[src/rtl/alu_operand_join_pkg.sv]
// Purpose : shared types and constants for the ALU operand join stage.
// Contents: config bit positions, config type, and a helper that tells whether
//           a configuration requests any operand at all.
package alu_operand_join_pkg;

  // Bit positions inside config_sig shared by the function cells
  localparam int unsigned REQ_IN0 = 0;
  localparam int unsigned REQ_IN1 = 1;

  typedef logic [1:0] cfg_t;

  // A configuration with no required operand never issues a pair
  function automatic logic cfg_active(input cfg_t cfg);
    return (cfg != 2'b00);
  endfunction

endpackage

[src/rtl/alu_operand_join_if.sv]
// Purpose : bundles the operand-join handshake and configuration signals.
// Ports   : config_sig/flush (control), in0/in1 with valid/ready (operand
//           streams from the fabric), out0/out1 with valid/ready (joined pair
//           to the ALU). master = fabric/ALU side, slave = the join stage.
interface alu_operand_join_if #(
  parameter int size = 32
) ();
  import alu_operand_join_pkg::*;

  cfg_t            config_sig;
  logic            flush;
  logic [size-1:0] in0;
  logic            in0_valid;
  logic            in0_ready;
  logic [size-1:0] in1;
  logic            in1_valid;
  logic            in1_ready;
  logic [size-1:0] out0;
  logic [size-1:0] out1;
  logic            out_valid;
  logic            out_ready;

  modport master (
    output config_sig, flush, in0, in0_valid, in1, in1_valid, out_ready,
    input  in0_ready, in1_ready, out0, out1, out_valid
  );

  modport slave (
    input  config_sig, flush, in0, in0_valid, in1, in1_valid, out_ready,
    output in0_ready, in1_ready, out0, out1, out_valid
  );
endinterface

[src/rtl/alu_operand_fifo.sv]
// Purpose : synchronous operand FIFO with push/pop/flush.
// Ports   : clk, rst_n (async active-low), flush (sync clear, highest
//           priority), push/push_data, pop/pop_data (head, valid when !empty),
//           full, empty. A full FIFO refuses a push even when it pops in the
//           same cycle; a pop on an empty FIFO is ignored.
module alu_operand_fifo #(
  parameter int size  = 32,
  parameter int DEPTH = 4
) (
  input  logic            clk,
  input  logic            rst_n,
  input  logic            flush,
  input  logic            push,
  input  logic [size-1:0] push_data,
  input  logic            pop,
  output logic [size-1:0] pop_data,
  output logic            full,
  output logic            empty
);
  localparam int AW = $clog2(DEPTH);
  localparam int CW = AW + 1;
  localparam logic [AW-1:0] PTR_ONE  = {{(AW-1){1'b0}}, 1'b1};
  localparam logic [CW-1:0] CNT_ONE  = {{AW{1'b0}}, 1'b1};
  localparam logic [CW-1:0] CNT_FULL = CW'(DEPTH);

  logic [size-1:0] mem_q [DEPTH];
  logic [size-1:0] mem_d [DEPTH];
  logic [AW-1:0]   wr_ptr_q, wr_ptr_d;
  logic [AW-1:0]   rd_ptr_q, rd_ptr_d;
  logic [CW-1:0]   count_q, count_d;
  logic            push_en_s;
  logic            pop_en_s;

  assign full     = (count_q == CNT_FULL);
  assign empty    = (count_q == {CW{1'b0}});
  assign pop_data = mem_q[rd_ptr_q];

  // Next-state for storage, pointers and occupancy; flush overrides everything
  always_comb begin
    push_en_s = push & ~full;
    pop_en_s  = pop & ~empty;
    mem_d     = mem_q;
    wr_ptr_d  = wr_ptr_q;
    rd_ptr_d  = rd_ptr_q;
    count_d   = count_q;
    if (flush) begin
      wr_ptr_d = {AW{1'b0}};
      rd_ptr_d = {AW{1'b0}};
      count_d  = {CW{1'b0}};
    end else begin
      if (push_en_s) begin
        mem_d[wr_ptr_q] = push_data;
        wr_ptr_d        = wr_ptr_q + PTR_ONE;
      end else begin
        wr_ptr_d = wr_ptr_q;
      end
      if (pop_en_s) begin
        rd_ptr_d = rd_ptr_q + PTR_ONE;
      end else begin
        rd_ptr_d = rd_ptr_q;
      end
      case ({push_en_s, pop_en_s})
        2'b10:   count_d = count_q + CNT_ONE;
        2'b01:   count_d = count_q - CNT_ONE;
        default: count_d = count_q;
      endcase
    end
  end

  // State registers
  always_ff @(posedge clk or negedge rst_n) begin
    if (!rst_n) begin
      for (int i = 0; i < DEPTH; i++) begin
        mem_q[i] <= {size{1'b0}};
      end
      wr_ptr_q <= {AW{1'b0}};
      rd_ptr_q <= {AW{1'b0}};
      count_q  <= {CW{1'b0}};
    end else begin
      mem_q    <= mem_d;
      wr_ptr_q <= wr_ptr_d;
      rd_ptr_q <= rd_ptr_d;
      count_q  <= count_d;
    end
  end
endmodule

[src/rtl/alu_operand_join.sv]
// Purpose : operand stage in front of the ALU function cell. Buffers the in0
//           and in1 streams in per-port FIFOs and issues a registered operand
//           pair once every operand required by config_sig is queued.
// Ports   : clk, rst_n (async active-low), bus (slave modport of
//           alu_operand_join_if: config_sig, flush, in0/in1 valid/ready,
//           out0/out1/out_valid/out_ready).
module alu_operand_join
  import alu_operand_join_pkg::*;
#(
  parameter int size  = 32,
  parameter int DEPTH = 4
) (
  input logic               clk,
  input logic               rst_n,
  alu_operand_join_if.slave bus
);
  logic            full0_s, full1_s, empty0_s, empty1_s;
  logic [size-1:0] head0_s, head1_s;
  logic            push0_s, push1_s, pop0_s, pop1_s;
  logic            fire_s;
  logic            in0_ready_s, in1_ready_s;

  // live_q holds ready low during reset and for no longer than the first edge
  logic            live_q, live_d;
  logic [size-1:0] out0_q, out0_d;
  logic [size-1:0] out1_q, out1_d;
  logic            out_valid_q, out_valid_d;

  // Ready depends only on registered state: no path from valid or out_ready
  assign in0_ready_s = live_q & ~full0_s;
  assign in1_ready_s = live_q & ~full1_s;
  assign push0_s     = bus.in0_valid & in0_ready_s;
  assign push1_s     = bus.in1_valid & in1_ready_s;

  assign fire_s = cfg_active(bus.config_sig)
                & (~bus.config_sig[REQ_IN0] | ~empty0_s)
                & (~bus.config_sig[REQ_IN1] | ~empty1_s)
                & (~out_valid_q | bus.out_ready);

  // A non-required FIFO is never popped, so unpaired entries stay queued
  assign pop0_s = fire_s & bus.config_sig[REQ_IN0];
  assign pop1_s = fire_s & bus.config_sig[REQ_IN1];

  alu_operand_fifo #(.size(size), .DEPTH(DEPTH)) u_fifo0 (
    .clk      (clk),
    .rst_n    (rst_n),
    .flush    (bus.flush),
    .push     (push0_s),
    .push_data(bus.in0),
    .pop      (pop0_s),
    .pop_data (head0_s),
    .full     (full0_s),
    .empty    (empty0_s)
  );

  alu_operand_fifo #(.size(size), .DEPTH(DEPTH)) u_fifo1 (
    .clk      (clk),
    .rst_n    (rst_n),
    .flush    (bus.flush),
    .push     (push1_s),
    .push_data(bus.in1),
    .pop      (pop1_s),
    .pop_data (head1_s),
    .full     (full1_s),
    .empty    (empty1_s)
  );

  // Output register next-state: flush, then fire, then consume, else hold
  always_comb begin
    live_d      = 1'b1;
    out0_d      = out0_q;
    out1_d      = out1_q;
    out_valid_d = out_valid_q;
    if (bus.flush) begin
      out0_d      = {size{1'b0}};
      out1_d      = {size{1'b0}};
      out_valid_d = 1'b0;
    end else if (fire_s) begin
      out0_d      = bus.config_sig[REQ_IN0] ? head0_s : {size{1'b0}};
      out1_d      = bus.config_sig[REQ_IN1] ? head1_s : {size{1'b0}};
      out_valid_d = 1'b1;
    end else if (out_valid_q & bus.out_ready) begin
      out_valid_d = 1'b0;
    end else begin
      out_valid_d = out_valid_q;
    end
  end

  // Output and ready-enable registers
  always_ff @(posedge clk or negedge rst_n) begin
    if (!rst_n) begin
      live_q      <= 1'b0;
      out0_q      <= {size{1'b0}};
      out1_q      <= {size{1'b0}};
      out_valid_q <= 1'b0;
    end else begin
      live_q      <= live_d;
      out0_q      <= out0_d;
      out1_q      <= out1_d;
      out_valid_q <= out_valid_d;
    end
  end

  assign bus.in0_ready = in0_ready_s;
  assign bus.in1_ready = in1_ready_s;
  assign bus.out0      = out0_q;
  assign bus.out1      = out1_q;
  assign bus.out_valid = out_valid_q;
endmodule

[src/flat_wrapper.sv]
// flat-port wrapper written by rule: the top's interface ports become plain ports
module alu_operand_join_flat import alu_operand_join_pkg::*;
#(
  parameter int size  = 32,
  parameter int DEPTH = 4
)
  (clk, rst_n, bus_config_sig, bus_flush, bus_in0, bus_in0_valid, bus_in1, bus_in1_valid, bus_out_ready, bus_in0_ready, bus_in1_ready, bus_out0, bus_out1, bus_out_valid);
  alu_operand_join_if #(.size(size)) bus_i ();
  input logic clk;
  input logic rst_n;
  input wire logic [$bits(bus_i.config_sig)-1:0] bus_config_sig;
  input wire logic [$bits(bus_i.flush)-1:0] bus_flush;
  input wire logic [$bits(bus_i.in0)-1:0] bus_in0;
  input wire logic [$bits(bus_i.in0_valid)-1:0] bus_in0_valid;
  input wire logic [$bits(bus_i.in1)-1:0] bus_in1;
  input wire logic [$bits(bus_i.in1_valid)-1:0] bus_in1_valid;
  input wire logic [$bits(bus_i.out_ready)-1:0] bus_out_ready;
  output wire logic [$bits(bus_i.in0_ready)-1:0] bus_in0_ready;
  output wire logic [$bits(bus_i.in1_ready)-1:0] bus_in1_ready;
  output wire logic [$bits(bus_i.out0)-1:0] bus_out0;
  output wire logic [$bits(bus_i.out1)-1:0] bus_out1;
  output wire logic [$bits(bus_i.out_valid)-1:0] bus_out_valid;
  assign bus_i.config_sig = bus_config_sig;
  assign bus_i.flush = bus_flush;
  assign bus_i.in0 = bus_in0;
  assign bus_i.in0_valid = bus_in0_valid;
  assign bus_i.in1 = bus_in1;
  assign bus_i.in1_valid = bus_in1_valid;
  assign bus_i.out_ready = bus_out_ready;
  assign bus_in0_ready = bus_i.in0_ready;
  assign bus_in1_ready = bus_i.in1_ready;
  assign bus_out0 = bus_i.out0;
  assign bus_out1 = bus_i.out1;
  assign bus_out_valid = bus_i.out_valid;
  alu_operand_join #(.size(size), .DEPTH(DEPTH)) u_core (.clk(clk), .rst_n(rst_n), .bus(bus_i));
endmodule
[config.mk]
export PLATFORM = sky130hd
export DESIGN_NAME = alu_operand_join_flat
export DESIGN_NICKNAME = d
export VERILOG_FILES = /design/src/rtl/alu_operand_join_pkg.sv /design/src/rtl/alu_operand_join_if.sv /design/src/rtl/alu_operand_fifo.sv /design/src/rtl/alu_operand_join.sv /design/src/flat_wrapper.sv
export SDC_FILE = /design/constraint.sdc
export NUM_CORES = 1
export LEC_CHECK = 0
export ABC_AREA = 1
export BUFFER_PORTS_ARGS = -buffer_cell sky130_fd_sc_hd__buf_2
export CORE_UTILIZATION = 35
export DETAILED_ROUTE_END_ITERATION = 6
export PLACE_DENSITY_LB_ADDON = 0.15
export SLEW_MARGIN = 10
export SYNTH_ARGS = -nofsm -noshare
export SYNTH_HDL_FRONTEND = slang
export SYNTH_SLANG_ARGS = --single-unit
[constraint.sdc]
create_clock -name clk -period 2 [get_ports clk]
set_input_delay 0 -clock clk [delete_from_list [all_inputs] [get_ports clk]]
set_output_delay 0 -clock clk [all_outputs]
set_load 0.02 [all_outputs]
; Word-level counts from Yosys, hierarchy flattened
; Cells that the tools add are included.
; Widths: inputs -> output; s select.
[classes]
addsub = 8
magnitude_cmp = 6
eq_ne = 6
n_mux = 33
bitwise = 29
reduce_logical = 15
[ops]
columns = cell, count
row1 = $mux 32, 12
row2 = $bwmux 128, 2
row3 = $bmux 32 s2, 2
row4 = $demux 32 s2, 2
row5 = $mux 2, 8
row6 = $and 1x1->1, 14
row7 = $ge 3x3->1 const B, 4
row8 = $not 2->3, 4
row9 = $pmux 3 s2, 2
row10 = $reduce_bool 2->1, 6
row11 = $reduce_bool 3->1, 3
row12 = $add 2x1->2 const B, 4
row13 = $not 1->1, 8
row14 = $add 3x1->3 const B, 2
row15 = $eq 3x3->1 const B, 2
row16 = $logic_not 3->1, 2
row17 = $lt 3x1->1 const B, 2
row18 = $mux 3, 2
row19 = $sub 3x1->3 const B, 2
row20 = $eq 2x1->1 const B, 2
row21 = $eq 2x2->1 const B, 2
row22 = $reduce_and 2->1, 2
row23 = $mux 1, 3
row24 = $or 1x1->1, 3
row25 = $logic_and 1x1->1, 2
[totals]
ff_bits = 336
in_bits = 72
output_inout_bits = 67

; Logic depth before layout (Yosys ltp)
[logic_depth]
depth_word = 11
mapped_depth = 14

; Modules after synthesis
; A second synthesis with hierarchy kept.
[hier_totals]
cells_unflattened = 1821
hier_area_um2 = 16102.9
[by_module_without_submodules]
columns = mod, n_inst, cells_per_inst, area_per_inst_um2, seq_area_each_um2
row1 = alu_operand_fifo, 2, 686, 6222.2, 3378.2
row2 = alu_operand_join, 1, 449, 3658.5, 1651.6

; Worst setup path before layout
; OpenSTA, ideal clock, no wires.
[synth_path]
path_type = reg-to-reg
startpoint = register u_core.u_fifo0.count_q[0]
endpoint = register u_core.u_fifo0.count_q[2]
arrival_time_ns = 1.838
required_time_ns = 1.884
path_slack_ns = 0.046
path_stages_with_launch = 14
n_path_buf = 0
synth_period_minus_slack_ns = 1.954
cell_sequence = dfrtp_1 > nor2_1 > nand3_2 > nand3_2 > nor2_4 > nand3_1 > inv_1 > fa_1 > xnor2_1 > inv_1 > nand2_1 > nand2_1 > nand2_1 > nand2_1
[synth_via]
elab_chain_cells = 11
elab_cells_between_ends = 20
[synth_lines]
columns = item, line
row1 = start: declaration, alu_operand_fifo.sv:30  ; logic [CW-1:0] count_q, count_d;
row2 = start signal: assignment, alu_operand_fifo.sv:78  ; count_q <= {CW{1'b0}};
row3 = start signal: assignment, alu_operand_fifo.sv:83  ; count_q <= count_d;
row4 = $logic_not 3->1, alu_operand_fifo.sv:35  ; assign empty = (count_q == {CW{1'b0}});
row5 = $not 1->1, "alu_operand_fifo.sv:41, alu_operand_join.sv:36"
row6 = $or 1x1->1, alu_operand_join.sv:36  ; & (~bus.config_sig[REQ_IN0] | ~empty0_s)
row7 = $and 1x1->1, alu_operand_join.sv:36
row8 = $and 1x1->1, alu_operand_join.sv:37  ; & (~bus.config_sig[REQ_IN1] | ~empty1_s)
row9 = $and 1x1->1, alu_operand_join.sv:38  ; & (~out_valid_q | bus.out_ready);
row10 = $and 1x1->1, alu_operand_join.sv:41  ; assign pop0_s = fire_s & bus.config_sig[REQ_IN0];
row11 = $and 1x1->1, alu_operand_fifo.sv:41  ; pop_en_s = pop & ~empty;
row12 = $eq 2x1->1 / $eq 2x2->1 (equally long branches), alu_operand_fifo.sv:62  ; case ({push_en_s, pop_en_s})
row13 = $pmux 3 s2, alu_operand_fifo.sv:62
row14 = $mux 3, alu_operand_fifo.sv:46  ; if (flush) begin
; Several ways; a longest one is shown, not always the timed one.
; A chain may end at the register's enable or synchronous reset.

; Worst setup path after layout
[layout_path]
startpoint = register u_core.u_fifo0.count_q[0]
endpoint = register u_core.u_fifo1.count_q[2]
[layout_via]
elab_chain_cells = 11
elab_cells_between_ends = 13
[layout_lines]
columns = item, line
row1 = $logic_not 3->1 *, alu_operand_fifo.sv:35
row2 = $not 1->1 *, alu_operand_join.sv:36
row3 = $or 1x1->1 *, alu_operand_join.sv:36
row4 = $and 1x1->1 *, alu_operand_join.sv:36
row5 = $and 1x1->1 *, alu_operand_join.sv:37
row6 = $and 1x1->1 *, alu_operand_join.sv:38
row7 = $and 1x1->1 *, alu_operand_join.sv:42  ; assign pop1_s = fire_s & bus.config_sig[REQ_IN1];
row8 = $and 1x1->1 *, alu_operand_fifo.sv:41
row9 = $eq 2x1->1 / $eq 2x2->1 (equally long branches), alu_operand_fifo.sv:62
row10 = $pmux 3 s2, alu_operand_fifo.sv:62
row11 = $mux 3, alu_operand_fifo.sv:46
row12 = end signal: assignment, alu_operand_fifo.sv:78
row13 = end signal: assignment, alu_operand_fifo.sv:83
row14 = end: declaration, alu_operand_fifo.sv:30
; Every way passes the cells marked *; elsewhere a longest branch is shown, timed or not.

==> metrics.log <==
INFO  metric worstMarginPinSlew = 0.539 ns
INFO  metric global_route_wire_length_before_repair = 67100 µm
INFO  metric final_core_util = 0.436
INFO  metric worst-endpoint-arrival = 2.32 ns
INFO  metric cts_htree_levels = 2
INFO  metric core_region_area = 41900 µm²
INFO  metric max-clock-path-buffers = 3
INFO  metric num_antenna_cells = 0
INFO  metric holdCritPathClass = primary input to asynchronous set/reset pin
INFO  metric worst_setup_hold_path_clk_slew = 0.06 ns
INFO  metric globalRouteOverflowTotal = 0
INFO  metric clock-sinks = 336
INFO  metric netlist_area = 14900 µm²
INFO  metric run_status = complete, no violations
INFO  metric period_needed = 1.85 ns
INFO  metric dr.first_iter.drc_count = 852
INFO  metric die_height = 208 µm
INFO  metric num_io_pins = 139
INFO  metric syn_area_per_cell = 8.97 µm²
INFO  metric ys_warn_count = 0
INFO  metric setup_repair_after_global_routing_missed_its_margin = false
INFO  metric crit_path_launch_type = flip-flop
INFO  metric detail_route.first_pass.iterations = 5
INFO  metric hpwl = 24800 µm
INFO  metric postSynth.topFlopCell = sky130_fd_sc_hd__dfrtp_1
INFO  metric postSynth.asyncResetShare = 1.00
INFO  metric cap_viol_max_count = 0
INFO  metric final-max-slew-violation-count = 0
INFO  metric final_hold_viol_count = 0
INFO  metric timing.slew.headroom = 0.641
INFO  metric clock-skew-final = 0.0237 ns
INFO  metric largest_driver_fanout_on_the_critical_path = 4
INFO  metric timing.critical_path.to_type = flip-flop
INFO  metric yosys.cell_types.count = 29
INFO  metric synthesis.instances = 1659
INFO  metric fmax = 541 MHz
INFO  metric post_drt_via_cell_ratio = 5.03
INFO  metric post_layout_nonfiller_instances = 2413
INFO  metric synth.ff_latch_count = 336
INFO  metric synthToLayoutAreaGrowth = 22.8%
INFO  metric design.final.nets = 1929
INFO  metric synth_enable_flop_cells = 0
INFO  metric finalWeightedCongestion = 0.793
INFO  metric total_leakage_power = 0.00894 µW
INFO  metric clock_latency = 0.56 ns
INFO  metric post-cts-setup-buffers = 0
INFO  metric synth_fp_nets = 1741
INFO  metric post_drt_wl_per_cell = 17.1 µm
INFO  metric route.final.wire_length = 41200 µm
INFO  metric vias = 12100
INFO  metric drcViolationCount = 0
INFO  metric gr-usage-all-layers = 0.195
INFO  metric synth-seq-area-share = 0.565
INFO  metric vdd_ir_drop_max = 0.496 mV
INFO  metric worst-setup-path-type = flip-flop to flip-flop
INFO  metric placed_cells_incl_taps = 2273
INFO  metric critPathRequiredTime = 2.47 ns
INFO  metric grt_start_max_net_pins = 66
INFO  metric via_count_of_the_first_global_routing_pass = 11900
INFO  metric tritoncts = yes
INFO  metric p_per_area = 1250 nW/µm²
INFO  metric final_min_period_over_clock_period = 0.924
INFO  metric drive_gt1_frac = 0.154
INFO  metric setup-violations-final = 0
INFO  metric r2r_setup_slack = 0.15 ns
INFO  metric numPortBuffers = 138
INFO  metric cts-root-buf = sky130_fd_sc_hd__clkbuf_16
INFO  metric floorplan.initialDensity = 0.355
INFO  metric initial_antenna_violation_count = 0
INFO  metric antenna_violating_nets_post_route = 0
INFO  metric rows = 75
INFO  metric die_area = 43300 µm²
INFO  metric numCtsBuffers = 39
INFO  metric floorplan_die_width = 208 µm
area by class of cell:
type	instances	area (µm²)
inverter	85	319
tap	539	674
sequential	336	8410
multi-input combinational	1122	5360
timing repair buffer	263	2140
fill	4134	23700
clock inverter	13	235
clock buffer	55	1130
cells in the final DEF, fill, tap and decap left out, types with 3 or more instances in the layout:
cell type | Yosys | final
sky130_fd_sc_hd__a21oi_1 | 7 | 7
sky130_fd_sc_hd__buf_12 | 0 | 26
sky130_fd_sc_hd__buf_2 | 31 | 137
sky130_fd_sc_hd__buf_4 | 3 | 27
sky130_fd_sc_hd__bufinv_16 | 0 | 6
sky130_fd_sc_hd__clkbuf_1 | 33 | 8
sky130_fd_sc_hd__clkbuf_16 | 0 | 40
sky130_fd_sc_hd__clkbuf_8 | 0 | 7
sky130_fd_sc_hd__clkinv_2 | 0 | 3
sky130_fd_sc_hd__dfrtp_1 | 336 | 334
sky130_fd_sc_hd__dlygate4sd3_1 | 0 | 72
sky130_fd_sc_hd__ha_1 | 8 | 8
sky130_fd_sc_hd__inv_1 | 81 | 81
sky130_fd_sc_hd__inv_2 | 4 | 4
sky130_fd_sc_hd__nand2_1 | 354 | 354
sky130_fd_sc_hd__nand2_4 | 9 | 9
sky130_fd_sc_hd__nand3_1 | 68 | 68
sky130_fd_sc_hd__nand3_2 | 5 | 5
sky130_fd_sc_hd__nand4_1 | 3 | 3
sky130_fd_sc_hd__nor2_1 | 132 | 131
sky130_fd_sc_hd__nor2_2 | 3 | 3
sky130_fd_sc_hd__o21ai_0 | 388 | 388
sky130_fd_sc_hd__o21ai_1 | 62 | 62
sky130_fd_sc_hd__o21ai_2 | 7 | 7
sky130_fd_sc_hd__o22ai_1 | 64 | 64
worst paths after layout:
check / start / to / cells past startpoint
max in group asynchronous: rst_n / u_core.u_fifo1.mem_q[116] / 3
worst max register to register: u_core.u_fifo0.count_q[0] / u_core.u_fifo1.count_q[2] / 10
min in group clk: bus_in1[18] / u_core.u_fifo1.mem_q[114] / 4
worst max-delay path: u_core.u_fifo0.count_q[0] / u_core.u_fifo1.count_q[2] / 10
worst min-delay path: rst_n / u_core.u_fifo1.mem_q[127] / 2
worst min register to register: u_core.u_fifo0.mem_q[65] / u_core.u_fifo0.mem_q[65] / 2
per-stage QoR:
step	hold slack, ns	worst slack [ns]	power (µW)	cell area [µm²]	setup TNS, ns
3_5_place_dp	0.00395	-0.0125	15300	16200	-0.0125
5_1_grt	0.0747	0.0358	24400	18300	0
2_1_floorplan	-0.296	0.0460	13300	14900	0
6_report	0.0246	0.152	22900	18300	0
4_1_cts	0.0372	0.0398	23100	18300	0
3_3_place_gp	-0.000258	-0.00719	15100	16200	-0.00719
critical path: stages, from the launching register on:
cell and delay [ns]:
sky130_fd_sc_hd__dfrtp_1 0.41, sky130_fd_sc_hd__nor2_4 0.14, sky130_fd_sc_hd__nand3_2 0.09, sky130_fd_sc_hd__buf_4 0.15
sky130_fd_sc_hd__nand3_2 0.11, sky130_fd_sc_hd__nor2_2 0.06, sky130_fd_sc_hd__fa_1 0.37, sky130_fd_sc_hd__xnor2_1 0.21
sky130_fd_sc_hd__xnor2_1 0.13, sky130_fd_sc_hd__nand2_1 0.06, sky130_fd_sc_hd__nand2_1 0.05
sequential cells by signal, summed over array words and instances, names as in the netlist:
signal / count
u_core.bus.out0: 32
u_core.bus.out1: 32
u_core.bus.out_valid: 1
u_core.live_q: 1
u_core.u_fifo0.count_q: 3
u_core.u_fifo0.mem_q: 128
u_core.u_fifo0.rd_ptr_q: 2
u_core.u_fifo0.wr_ptr_q: 2
u_core.u_fifo1.count_q: 3
u_core.u_fifo1.mem_q: 128
u_core.u_fifo1.rd_ptr_q: 2
u_core.u_fifo1.wr_ptr_q: 2
metal layers:
metal / share of wire / GRT usage / vias up
li1: - / - / 5907
met1: 0.49 / 0.287 / 5902
met2: 0.44 / 0.296 / 284
met3: 0.042 / 0.0261 / 55
met4: 0.022 / 0.0593 / 0
met5: 0 / 0 / -
power by group:
group          total [µW]  leakage (µW)  internal [µW]  switching [µW]
registers            9480       0.00447           8560             929
clock network        7590      0.000661           4700            2890
logic                5780       0.00380           2240            3540
total               22900       0.00894          15500            7360
synth_stat cells, types with 5 or more instances:
cell type / n / area share
sky130_fd_sc_hd__nand2_4: 9 / 0.0068
sky130_fd_sc_hd__inv_1: 81 / 0.020
sky130_fd_sc_hd__buf_2: 31 / 0.010
sky130_fd_sc_hd__o22ai_1: 64 / 0.027
sky130_fd_sc_hd__clkbuf_1: 33 / 0.0083
sky130_fd_sc_hd__a21oi_1: 7 / 0.0024
sky130_fd_sc_hd__ha_1: 8 / 0.0067
sky130_fd_sc_hd__nand2_1: 354 / 0.089
sky130_fd_sc_hd__nand3_1: 68 / 0.023
sky130_fd_sc_hd__o21ai_0: 388 / 0.13
sky130_fd_sc_hd__buf_1: 6 / 0.0015
sky130_fd_sc_hd__dfrtp_1: 336 / 0.57
sky130_fd_sc_hd__nand3_2: 5 / 0.0034
sky130_fd_sc_hd__o21ai_1: 62 / 0.021
sky130_fd_sc_hd__buf_6: 43 / 0.033
sky130_fd_sc_hd__nor2_1: 132 / 0.033
sky130_fd_sc_hd__o21ai_2: 7 / 0.0041
kinds of logic after synthesis:
family                     share of synthesized area
and+or+nand+nor                                0.162
AOI/OAI and AO/OA                              0.185
DFF                                            0.565
buffers and inverters                         0.0758
adders and majority gates                    0.00942
xor gates and xnor gates                     0.00177
other                                       0.000252
timing repair:
action                                  CTS  global route
endpoints found under the setup margin    1             2
endpoints found under the hold margin   601             0
gates cloned                              0             0
hold buffers                             72             0
gates resized for setup                   1             3
pin swaps                                 0             4
Note: power is estimated with default switching activity, not from simulation.
